--- src/rtl/id_ctrl_stage.sv ---
// RV32I decode/control stage: decodes into ID/EX register with valid/ready, load-use scoreboard, flush.
// Optional performance counters (stall_cnt, flush_cnt) are enabled by defining ID_PERF_CNT_EN.
module id_ctrl_stage #(
  parameter int PC_W     = 32,
  parameter int LOAD_LAT = 2
) (
  input  logic            clk,
  input  logic            rst_n,
  input  logic            in_valid,
  output logic            in_ready,
  input  logic [31:0]     in_instr,
  input  logic [PC_W-1:0] in_pc,
  input  logic            flush,
  output logic            out_valid,
  input  logic            out_ready,
  output logic [PC_W-1:0] out_pc,
  output logic [4:0]      out_rs1,
  output logic [4:0]      out_rs2,
  output logic [4:0]      out_rd,
  output logic [2:0]      out_ExtOp,
  output logic [2:0]      out_Branch,
  output logic [1:0]      out_ALUBSrc,
  output logic [3:0]      out_ALUctr,
  output logic [2:0]      out_MemOp,
  output logic            out_RegWr,
  output logic            out_MemtoReg,
  output logic            out_ALUASrc,
  output logic            out_MemWr,
  output logic            out_illegal,
  output logic [31:0]     stall_cnt,
  output logic [31:0]     flush_cnt
);

  localparam logic [4:0] OP_LUI    = 5'b01101;
  localparam logic [4:0] OP_AUIPC  = 5'b00101;
  localparam logic [4:0] OP_IMM    = 5'b00100;
  localparam logic [4:0] OP_OP     = 5'b01100;
  localparam logic [4:0] OP_JAL    = 5'b11011;
  localparam logic [4:0] OP_JALR   = 5'b11001;
  localparam logic [4:0] OP_BRANCH = 5'b11000;
  localparam logic [4:0] OP_LOAD   = 5'b00000;
  localparam logic [4:0] OP_STORE  = 5'b01000;

  typedef struct packed {
    logic [2:0] ext_op;
    logic [2:0] branch;
    logic [1:0] alu_bsrc;
    logic [3:0] alu_ctr;
    logic [2:0] mem_op;
    logic       reg_wr;
    logic       mem_to_reg;
    logic       alu_asrc;
    logic       mem_wr;
    logic       illegal;
  } ctrl_t;

  logic [4:0] op;
  logic [2:0] func3;
  logic       func7;
  logic [4:0] rs1, rs2, rd;
  logic       unused_instr_bits;

  assign op    = in_instr[6:2];
  assign func3 = in_instr[14:12];
  assign func7 = in_instr[30];
  assign rs1   = in_instr[19:15];
  assign rs2   = in_instr[24:20];
  assign rd    = in_instr[11:7];
  assign unused_instr_bits = ^{in_instr[31], in_instr[29:25], in_instr[1:0]};

  ctrl_t ctrl_d;
  logic  legal;
  logic  rs1_use, rs2_use;

  always_comb begin
    ctrl_d  = '0;
    legal   = 1'b1;
    rs1_use = 1'b0;
    rs2_use = 1'b0;
    case (op)
      OP_LUI: begin
        ctrl_d.ext_op   = 3'b001;
        ctrl_d.reg_wr   = 1'b1;
        ctrl_d.alu_bsrc = 2'b01;
        ctrl_d.alu_ctr  = 4'b1111;
      end
      OP_AUIPC: begin
        ctrl_d.ext_op   = 3'b001;
        ctrl_d.reg_wr   = 1'b1;
        ctrl_d.alu_asrc = 1'b1;
        ctrl_d.alu_bsrc = 2'b01;
      end
      OP_IMM: begin
        rs1_use         = 1'b1;
        ctrl_d.reg_wr   = 1'b1;
        ctrl_d.alu_bsrc = 2'b01;
        // only the shift-right group distinguishes logical/arithmetic via func7
        ctrl_d.alu_ctr  = (func3 == 3'b101) ? {func7, func3} : {1'b0, func3};
      end
      OP_OP: begin
        rs1_use        = 1'b1;
        rs2_use        = 1'b1;
        ctrl_d.reg_wr  = 1'b1;
        ctrl_d.alu_ctr = {func7, func3};
      end
      OP_JAL: begin
        ctrl_d.ext_op   = 3'b100;
        ctrl_d.reg_wr   = 1'b1;
        ctrl_d.branch   = 3'b001;
        ctrl_d.alu_asrc = 1'b1;
        ctrl_d.alu_bsrc = 2'b10;
      end
      OP_JALR: begin
        rs1_use         = 1'b1;
        ctrl_d.reg_wr   = 1'b1;
        ctrl_d.branch   = 3'b010;
        ctrl_d.alu_asrc = 1'b1;
        ctrl_d.alu_bsrc = 2'b10;
      end
      OP_BRANCH: begin
        rs1_use        = 1'b1;
        rs2_use        = 1'b1;
        ctrl_d.ext_op  = 3'b011;
        ctrl_d.alu_ctr = (func3[2:1] == 2'b11) ? 4'b0011 : 4'b0010;
        case (func3)
          3'b000:         ctrl_d.branch = 3'b100;
          3'b001:         ctrl_d.branch = 3'b101;
          3'b100, 3'b110: ctrl_d.branch = 3'b110;
          3'b101, 3'b111: ctrl_d.branch = 3'b111;
          default:        legal = 1'b0;
        endcase
      end
      OP_LOAD: begin
        rs1_use           = 1'b1;
        ctrl_d.reg_wr     = 1'b1;
        ctrl_d.mem_to_reg = 1'b1;
        ctrl_d.alu_bsrc   = 2'b01;
        case (func3)
          3'b000:  ctrl_d.mem_op = 3'b001;
          3'b001:  ctrl_d.mem_op = 3'b010;
          3'b010:  ctrl_d.mem_op = 3'b000;
          3'b100:  ctrl_d.mem_op = 3'b101;
          3'b101:  ctrl_d.mem_op = 3'b110;
          default: legal = 1'b0;
        endcase
      end
      OP_STORE: begin
        rs1_use         = 1'b1;
        rs2_use         = 1'b1;
        ctrl_d.ext_op   = 3'b010;
        ctrl_d.mem_wr   = 1'b1;
        ctrl_d.alu_bsrc = 2'b01;
        case (func3)
          3'b000:  ctrl_d.mem_op = 3'b001;
          3'b001:  ctrl_d.mem_op = 3'b010;
          3'b010:  ctrl_d.mem_op = 3'b000;
          default: legal = 1'b0;
        endcase
      end
      default: legal = 1'b0;
    endcase
    // illegal instructions still flow to EX, but must not write anything
    if (!legal) begin
      ctrl_d         = '0;
      ctrl_d.illegal = 1'b1;
      rs1_use        = 1'b0;
      rs2_use        = 1'b0;
    end
  end

  ctrl_t           ctrl_q;
  logic            out_valid_q, out_valid_d;
  logic [PC_W-1:0] pc_q;
  logic [4:0]      rs1_q, rs2_q, rd_q;
  logic [LOAD_LAT-1:0] sb_vld_q;
  logic [4:0]          sb_rd_q [LOAD_LAT];

  logic rs1_hit, rs2_hit, hazard, accept, out_hs;

  always_comb begin
    rs1_hit = out_valid_q && ctrl_q.mem_to_reg && (rd_q == rs1);
    rs2_hit = out_valid_q && ctrl_q.mem_to_reg && (rd_q == rs2);
    for (int i = 0; i < LOAD_LAT; i++) begin
      if (sb_vld_q[i] && (sb_rd_q[i] == rs1)) rs1_hit = 1'b1;
      if (sb_vld_q[i] && (sb_rd_q[i] == rs2)) rs2_hit = 1'b1;
    end
  end

  assign hazard   = in_valid && ((rs1_use && (rs1 != 5'd0) && rs1_hit) ||
                                 (rs2_use && (rs2 != 5'd0) && rs2_hit));
  assign in_ready = (!out_valid_q || out_ready) && !hazard && !flush;
  assign accept   = in_valid && in_ready;
  assign out_hs   = out_valid_q && out_ready;

  always_comb begin
    out_valid_d = out_valid_q;
    if (flush)       out_valid_d = 1'b0;
    else if (accept) out_valid_d = 1'b1;
    else if (out_hs) out_valid_d = 1'b0;
  end

  always_ff @(posedge clk or negedge rst_n) begin
    if (!rst_n) begin
      out_valid_q <= 1'b0;
      ctrl_q      <= '0;
      pc_q        <= '0;
      rs1_q       <= '0;
      rs2_q       <= '0;
      rd_q        <= '0;
    end else begin
      out_valid_q <= out_valid_d;
      if (accept) begin
        ctrl_q <= ctrl_d;
        pc_q   <= in_pc;
        rs1_q  <= rs1;
        rs2_q  <= rs2;
        rd_q   <= rd;
      end
    end
  end

  // flush leaves the scoreboard alone: loads already handed to EX are older than the branch
  always_ff @(posedge clk or negedge rst_n) begin
    if (!rst_n) begin
      sb_vld_q <= '0;
      for (int i = 0; i < LOAD_LAT; i++) sb_rd_q[i] <= '0;
    end else begin
      sb_vld_q[0] <= out_hs && ctrl_q.mem_to_reg;
      sb_rd_q[0]  <= (out_hs && ctrl_q.mem_to_reg) ? rd_q : 5'd0;
      for (int i = 1; i < LOAD_LAT; i++) begin
        sb_vld_q[i] <= sb_vld_q[i-1];
        sb_rd_q[i]  <= sb_rd_q[i-1];
      end
    end
  end

`ifdef ID_PERF_CNT_EN
  logic [31:0] stall_cnt_q, flush_cnt_q;

  always_ff @(posedge clk or negedge rst_n) begin
    if (!rst_n) begin
      stall_cnt_q <= '0;
      flush_cnt_q <= '0;
    end else begin
      if (hazard)               stall_cnt_q <= stall_cnt_q + 32'd1;
      if (flush && out_valid_q) flush_cnt_q <= flush_cnt_q + 32'd1;
    end
  end

  assign stall_cnt = stall_cnt_q;
  assign flush_cnt = flush_cnt_q;
`else
  assign stall_cnt = 32'd0;
  assign flush_cnt = 32'd0;
`endif

  assign out_valid    = out_valid_q;
  assign out_pc       = pc_q;
  assign out_rs1      = rs1_q;
  assign out_rs2      = rs2_q;
  assign out_rd       = rd_q;
  assign out_ExtOp    = ctrl_q.ext_op;
  assign out_Branch   = ctrl_q.branch;
  assign out_ALUBSrc  = ctrl_q.alu_bsrc;
  assign out_ALUctr   = ctrl_q.alu_ctr;
  assign out_MemOp    = ctrl_q.mem_op;
  assign out_RegWr    = ctrl_q.reg_wr;
  assign out_MemtoReg = ctrl_q.mem_to_reg;
  assign out_ALUASrc  = ctrl_q.alu_asrc;
  assign out_MemWr    = ctrl_q.mem_wr;
  assign out_illegal  = ctrl_q.illegal;

endmodule

--- config.mk ---
export PLATFORM = sky130hd
export DESIGN_NAME = id_ctrl_stage
export DESIGN_NICKNAME = d
export VERILOG_FILES = /design/src/rtl/id_ctrl_stage.sv
export SDC_FILE = /design/constraint.sdc
export NUM_CORES = 1
export LEC_CHECK = 0
export CORE_AREA = 2 2 110 112
export DETAILED_ROUTE_END_ITERATION = 16
export DIE_AREA = 0 0 112 114
export PLACE_DENSITY = 0.76
export SETUP_SLACK_MARGIN = 0.5
export SLEW_MARGIN = 20
export SYNTH_ARGS = -nofsm -noshare
export SYNTH_HDL_FRONTEND = slang
export SYNTH_SLANG_ARGS = --single-unit
--- constraint.sdc ---
create_clock -name clk -period 2.85 [get_ports clk]
set_input_delay 0.855 -clock clk [delete_from_list [all_inputs] [get_ports clk]]
set_output_delay 0.855 -clock clk [all_outputs]
set_load 0.1 [all_outputs]
### After elaboration in Yosys (flattened, before gate mapping)

Cells that the tools add are included.

| cells by class | value |
|---|---|
| equal/unequal tests | 21 |
| multiplexer cells | 31 |
| reduce and logical (&&, ||, !) cells | 40 |

Operators by type and width:

| cell | count |
|---|---|
| 3-bit one-hot mux with 4 select lines | 3 |
| 5-bit == test | 6 |
| 20-bit 2-to-1 mux | 1 |
| 1-bit 2-to-1 mux | 19 |
| 6-bit OR reduction | 3 |
| 1-bit logical AND | 17 |
| 4-bit one-hot mux with 4 select lines | 1 |
| 5-bit by 4-bit == test with 1-bit output (second input constant) | 3 |
| 5-bit == test (second input constant) | 3 |
| 3-bit == test (second input constant) | 4 |
| 5-bit by 3-bit == test with 1-bit output (second input constant) | 2 |
| 5-bit nonzero test | 2 |
| 5-bit OR reduction | 2 |
| 3-bit one-hot mux with 3 select lines | 1 |
| 3-bit OR reduction | 3 |
| 2-bit one-hot mux with 2 select lines | 2 |
| 2-bit OR reduction | 4 |
| 7-bit OR reduction | 1 |
| 3-bit one-hot mux with 2 select lines | 1 |
| 5-bit zero test | 1 |
| 5-bit 2-to-1 mux | 1 |
| 4-bit 2-to-1 mux | 1 |
| 1-bit one-hot mux with 4 select lines | 1 |
| 3-bit by 1-bit == test with 1-bit output (second input constant) | 1 |
| 6 further kinds | 9 |

| word-level totals | value |
|---|---|
| flip-flop bits (word level) | 80 |
| input bits | 69 |
| output and inout port bits | 133 |
| logic and storage cells | 110 |

### Depth between registers and ports, before layout

| logic depth | value |
|---|---|
| depth in word-level cells | 15 |
| gate-level depth with buffers | 10 |
| depth with buffers taken out | 7 |

### Worst setup path after synthesis

Ideal clock, no wire load.

| timing | value |
|---|---|
| kind | in2out |
| from | input in_instr[5] |
| to | output in_ready |
| arrival | 4036 ps |
| required time | 1995 ps |
| path slack | -2041 ps |
| stages on the path | 7 |
| path buffers | 1 |
| cells stage by stage | buf_2 > and3b_1 > nand2_1 > nand2_1 > or3b_1 > and2_4 > a21boi_0 |

| between the ends | value |
|---|---|
| word-level cells in the longest chain between the ends | 11 |
| elaborated cells on any way between the ends | 26 |
| those cells by class | eq/ne: 8; mux: 5; reduce/logical: 13 |

RTL lines:

| item | RTL line | text |
|---|---|---|
| start: declaration | 11 | `input logic [31:0] in_instr,` |
| 5-bit == test, or another cell as far along | 80 | `case (op)` |
| 6-bit OR reduction (no source line) / 3-bit OR reduction (equally long branches) | -- |  |
| 1-bit one-hot mux with 4 select lines / 1-bit 2-to-1 mux (equally long branches) | 80 |  |
| 1-bit 2-to-1 mux | 163 | `if (!legal) begin` |
| 1-bit logical AND, on equally long branches (2 in series) | 189, 190 |  |
| 1-bit logical OR (*) | 189 | `assign hazard = in_valid && ((rs1_use && (rs1 != 5'd0) && rs1_hit) \|\|` |
| 1-bit logical AND (*) | 189 |  |
| 1-bit zero test (*) | 191 | `assign in_ready = (!out_valid_q \|\| out_ready) && !hazard && !flush;` |
| 1-bit logical AND (*) (2 in series) | 191 |  |
| end: declaration | 10 | `output logic in_ready,` |

Every way passes the cells marked *; elsewhere a longest branch is shown, timed or not.

### Final worst setup path

| timing | value |
|---|---|
| from | input in_instr[15] |
| to | output in_ready |

| between the ends | value |
|---|---|
| word-level cells in the longest chain between the ends | 10 |
| elaborated cells on any way between the ends | 16 |
| those cells by class | eq/ne: 3; mux: 2; reduce/logical: 11 |

RTL lines:

| item | RTL line | text |
|---|---|---|
| 5-bit == test, on equally long branches | 181, 184 |  |
| 1-bit logical AND, on equally long branches | 181, 184 |  |
| 1-bit 2-to-1 mux (2 in series) | 184 | `if (sb_vld_q[i] && (sb_rd_q[i] == rs1)) rs1_hit = 1'b1;` |
| 1-bit logical AND (*) | 189 |  |
| 1-bit logical OR (*) | 189 |  |
| 1-bit logical AND (*) | 189 |  |
| 1-bit zero test (*) | 191 |  |
| 1-bit logical AND (*) (2 in series) | 191 |  |

Marked as above.

==> impl_metrics.xml <==
<?xml version="1.0" encoding="UTF-8"?>
<metrics>
  <group name="logic_synthesis">
    <metric name="synth_top_area_cell" unit="">sky130_fd_sc_hd__dfrtp_1</metric>
    <metric name="synth_top_cells_by_area" unit="">sky130_fd_sc_hd__dfrtp_1 (48%), sky130_fd_sc_hd__mux2_2 (13%), sky130_fd_sc_hd__buf_4 (12%)</metric>
    <metric name="synth_top_area_share" unit="%">48.0</metric>
    <metric name="synth_area" unit="mm^2">0.00417</metric>
    <metric name="synthesis_warning_total" unit="">0</metric>
    <metric name="async_reset_ff_share" unit="%">100</metric>
    <metric name="synthDistinctLibCells" unit="">48</metric>
    <metric name="synth_flop_cell" unit="">sky130_fd_sc_hd__dfrtp_1</metric>
    <metric name="synthesized_instance_count" unit="">350</metric>
    <metric name="ys_seq_area_share" unit="%">48.0</metric>
    <metric name="postSynthRegisterBits" unit="">80</metric>
    <metric name="number_of_flops_mapped_to_enable_cells_by_yosys" unit="">0</metric>
    <metric name="synth.avg_cell_area" unit="um^2">11.9</metric>
  </group>
  <group name="clock_tree">
    <metric name="tritoncts_clock_tree" unit="">built</metric>
    <metric name="clock_tree.buffer_depth" unit="">2</metric>
    <metric name="level_count_of_the_clock_h_tree" unit="">3</metric>
    <metric name="path_clk_slew" unit="ns">0.06</metric>
    <metric name="cts_buffers" unit="">9</metric>
    <metric name="hold_buffers" unit="">0</metric>
    <metric name="clk-insertion-delay-late" unit="ns">0.34</metric>
    <metric name="cts_root_buf" unit="">sky130_fd_sc_hd__clkbuf_16</metric>
    <metric name="clock_sinks" unit="">80</metric>
  </group>
  <group name="cells_and_area">
    <metric name="n_antenna_cell" unit="">0</metric>
    <metric name="finish.instance_area" unit="mm^2">0.00653</metric>
    <metric name="area.growth.synth_to_final" unit="%">56.7</metric>
    <metric name="design.final.nets" unit="">615</metric>
    <metric name="drive_above_1_share" unit="%">46.6</metric>
    <metric name="stdcell_count" unit="">698</metric>
    <metric name="final_util" unit="%">55.8</metric>
    <metric name="fillers" unit="">978</metric>
  </group>
  <group name="sta">
    <metric name="fin_crit_sh" unit="%">110</metric>
    <metric name="timing.max_slew.rel_slack" unit="%">51.7</metric>
    <metric name="unrepaired_setup_endpoints_after_global_routing" unit="">yes</metric>
    <metric name="setup-tns-final" unit="ns">-0.289</metric>
    <metric name="tightest_slew" unit="ns">0.724</metric>
    <metric name="slew_viol_final" unit="">0</metric>
    <metric name="timing.final.crit_period" unit="ns">3.14</metric>
    <metric name="finalClockSkew" unit="ns">0.00638</metric>
    <metric name="worst_hold_slack" unit="ns">0.439</metric>
    <metric name="worst_slack" unit="ns">-0.289</metric>
    <metric name="timing.fmax" unit="MHz">319</metric>
    <metric name="finalSetupViolCount" unit="">1</metric>
    <metric name="timing.final.hold_violations" unit="">0</metric>
  </group>
  <group name="routing">
    <metric name="detailedRoute.firstIterationViolations" unit="">68</metric>
    <metric name="drt-met1-wl" unit="mm">4.43</metric>
    <metric name="vias" unit="">3177</metric>
    <metric name="route.met3.wl" unit="um">792</metric>
    <metric name="routed.top_layer" unit="">met4</metric>
    <metric name="drtPass1Iterations" unit="">4</metric>
    <metric name="wl_met2" unit="mm">5.38</metric>
    <metric name="routed_wirelength" unit="mm">10.8</metric>
    <metric name="final_antenna_net_count" unit="">0</metric>
    <metric name="routed_via_density" unit="">4.55</metric>
    <metric name="post-route-drc-count" unit="">0</metric>
    <metric name="detail_route.wl_per_cell" unit="um">15.5</metric>
  </group>
  <group name="global_route">
    <metric name="grt_max_degree" unit="">81</metric>
    <metric name="first_global_vias" unit="">3253</metric>
    <metric name="overflow" unit="">0</metric>
    <metric name="grt_antenna_before_repair" unit="">0</metric>
    <metric name="wire_length_of_the_first_global_routing_pass" unit="mm">17.0</metric>
    <metric name="grt_usage" unit="%">17.2</metric>
  </group>
  <group name="run">
    <metric name="number_of_violations_of_the_max_capacitance_limit" unit="">0</metric>
  </group>
  <group name="worst_setup_path">
    <metric name="timing.critical_path.from_type" unit="">input port</metric>
    <metric name="critical_path_class" unit="">in -&gt; out</metric>
    <metric name="critPathArrivalTime" unit="ns">2.28</metric>
    <metric name="critPathRequiredTime" unit="ns">2.00</metric>
    <metric name="crit_fanout" unit="">5</metric>
    <metric name="r2r_setup_slack" unit="ns">0.29</metric>
    <metric name="crit_path_end_kind" unit="">primary output</metric>
  </group>
  <group name="place">
    <metric name="detailedPlacementHpwl" unit="mm">7.14</metric>
    <metric name="routabilityCongestion" unit="">0.927</metric>
    <metric name="buffer_ports.inserted" unit="">129</metric>
    <metric name="dpl.cell_count" unit="">658</metric>
    <metric name="post_dp_cell_area" unit="mm^2">0.00573</metric>
  </group>
  <group name="floorplanning">
    <metric name="fp.dieH" unit="um">114</metric>
    <metric name="rows" unit="">40</metric>
    <metric name="die_area" unit="mm^2">0.0128</metric>
    <metric name="die_w" unit="um">112</metric>
    <metric name="floorplan.io_pins" unit="">202</metric>
    <metric name="core_area" unit="mm^2">0.0117</metric>
    <metric name="floorplan.initialDensity" unit="%">35.6</metric>
  </group>
  <group name="pwr">
    <metric name="total_leakage_power" unit="nW">3.16</metric>
    <metric name="p_per_area" unit="mW/mm^2">721</metric>
    <metric name="peakVddDrop" unit="mV">0.490</metric>
  </group>
  <group name="status">
    <metric name="violations" unit="">setup timing</metric>
    <metric name="run_status" unit="">finished, violations left</metric>
  </group>
  <group name="min_path">
    <metric name="hold_path_class" unit="">reg -&gt; reg</metric>
  </group>
</metrics>
==> power breakdown <==
part | switching (mW) | total (mW) | internal, mW
clock network | 0.463 | 1.19 | 0.723
logic | 1.60 | 2.17 | 0.562
registers | 0.0922 | 1.36 | 1.27
total | 2.16 | 4.71 | 2.55
==> routing by layer <==
metal	global-route usage (%)	up-vias
met1	21.2	1558
met5	0	-
met4	7.07	0
li1	-	1457
met2	28.8	143
met3	4.68	19
==> worst max-delay path, cell delays in order <==
cell                       delay, ns
sky130_fd_sc_hd__buf_8          0.11
sky130_fd_sc_hd__xor2_2         0.14
sky130_fd_sc_hd__nor4_2         0.31
sky130_fd_sc_hd__nand3_1        0.13
sky130_fd_sc_hd__o311a_1        0.17
sky130_fd_sc_hd__o32ai_4        0.29
sky130_fd_sc_hd__a21boi_4       0.10
sky130_fd_sc_hd__buf_12         0.17
==> path summary, 6_finish.rpt <==
| check | startpoint | endpoint | depth (start not counted) |
|---|---|---|---|
| worst max-delay path | in_instr[15] | in_ready | 8 |
| worst min-delay path | sb_vld_q[0]$_DFF_PN0_ | sb_vld_q[1]$_DFF_PN0_ | 0 |
| min in group asynchronous | rst_n | sb_vld_q[0]$_DFF_PN0_ | 1 |
| worst min register to register | sb_vld_q[0]$_DFF_PN0_ | sb_vld_q[1]$_DFF_PN0_ | 0 |
| max in group asynchronous | rst_n | out_rd[3]$_DFFE_PN0P_ | 1 |
| worst max register to register | sb_rd_q[0]$_DFF_PN0_ | out_pc[9]$_DFFE_PN0P_ | 11 |
==> synth_stat cells (2+ instances only) <==
| library cell | instances |
|---|---|
| sky130_fd_sc_hd__dfrtp_1 | 80 |
| sky130_fd_sc_hd__inv_1 | 13 |
| sky130_fd_sc_hd__nor4_1 | 4 |
| sky130_fd_sc_hd__a21oi_1 | 2 |
| sky130_fd_sc_hd__nor3_1 | 2 |
| sky130_fd_sc_hd__buf_2 | 4 |
| sky130_fd_sc_hd__nor2_1 | 6 |
| sky130_fd_sc_hd__mux2i_1 | 4 |
| sky130_fd_sc_hd__o22ai_1 | 9 |
| sky130_fd_sc_hd__buf_6 | 2 |
| sky130_fd_sc_hd__and2_1 | 5 |
| sky130_fd_sc_hd__nand2b_1 | 4 |
| sky130_fd_sc_hd__or3b_1 | 2 |
| sky130_fd_sc_hd__o21ai_0 | 7 |
| sky130_fd_sc_hd__mux2_2 | 48 |
| sky130_fd_sc_hd__nand4_1 | 2 |
| sky130_fd_sc_hd__and3_1 | 4 |
| sky130_fd_sc_hd__buf_4 | 69 |
| sky130_fd_sc_hd__o21ai_1 | 2 |
| sky130_fd_sc_hd__mux2_4 | 6 |
| sky130_fd_sc_hd__nand3_1 | 3 |
| sky130_fd_sc_hd__nand2_1 | 15 |
| sky130_fd_sc_hd__xnor2_1 | 12 |
| sky130_fd_sc_hd__nor2b_1 | 2 |
| sky130_fd_sc_hd__xor2_1 | 18 |
| sky130_fd_sc_hd__or4_1 | 2 |
| sky130_fd_sc_hd__or3_1 | 2 |
==> cell type report <==
| type | count | area [um^2] | share of cell area, % |
|---|---|---|---|
| clock buffer | 11 | 253 | 3.87 |
| clock inverter | 5 | 55.1 | 0.843 |
| inverter | 13 | 48.8 | 0.747 |
| multi-input combinational | 243 | 2090 | 32.0 |
| sequential | 80 | 2010 | 30.7 |
| tap | 147 | 184 | 2.82 |
| timing repair buffer | 199 | 1900 | 29.0 |
==> sequential cells by signal, summed over array words and instances, names as in the netlist <==
signal        flops
out_pc           32
sb_rd_q          10
out_rd            5
out_rs1           5
out_rs2           5
out_ALUctr        4
out_Branch        3
out_ExtOp         3
out_MemOp         3
out_ALUBSrc       2
sb_vld_q          2
out_ALUASrc       1
out_MemWr         1
out_MemtoReg      1
out_RegWr         1
out_illegal       1
out_valid         1
==> kinds of logic (layout without fill, tap and decap cells) <==
kind of cell    count (synthesis)  count (layout)  synth area share (%)
compound gates                 31              31                  6.09
xor+xnor                       30              30                  6.30
flops                          80              80                  48.0
mux                            58              58                  16.1
other cells                     1              64                0.0899
buf+inv                        90             228                  15.1
simple gates                   60              60                  8.34
==> cell usage in the layout (no fill, tap or decap), types with 7 or more instances in the layout <==
cell	count
sky130_fd_sc_hd__nand2_1	13
sky130_fd_sc_hd__buf_6	12
sky130_fd_sc_hd__inv_1	13
sky130_fd_sc_hd__buf_2	8
sky130_fd_sc_hd__buf_4	114
sky130_fd_sc_hd__dfrtp_1	75
sky130_fd_sc_hd__clkdlybuf4s50_1	41
sky130_fd_sc_hd__xnor2_1	12
sky130_fd_sc_hd__buf_16	7
sky130_fd_sc_hd__xor2_1	15
sky130_fd_sc_hd__clkbuf_16	9
sky130_fd_sc_hd__conb_1	64
sky130_fd_sc_hd__buf_12	8
sky130_fd_sc_hd__mux2_4	54
==> through the flow <==
| stage | setup WS [ns] | power (mW) |
|---|---|---|
| final | -0.289 | 4.71 |
| after global routing | -0.385 | 4.87 |
| after CTS | -0.311 | 4.75 |
| after detailed placement | -0.951 | 3.46 |
| after global placement | -0.800 | 3.44 |
| after floorplan | -0.413 | 3.07 |
==> timing repair <==
action,CTS,global route
gates cloned,7,0
pin swaps,22,0
gates resized for setup,102,1
endpoints found under the hold margin,0,0
endpoints found under the setup margin,69,69
buffers inserted,16,1
Power figures use the tool's default switching activity.
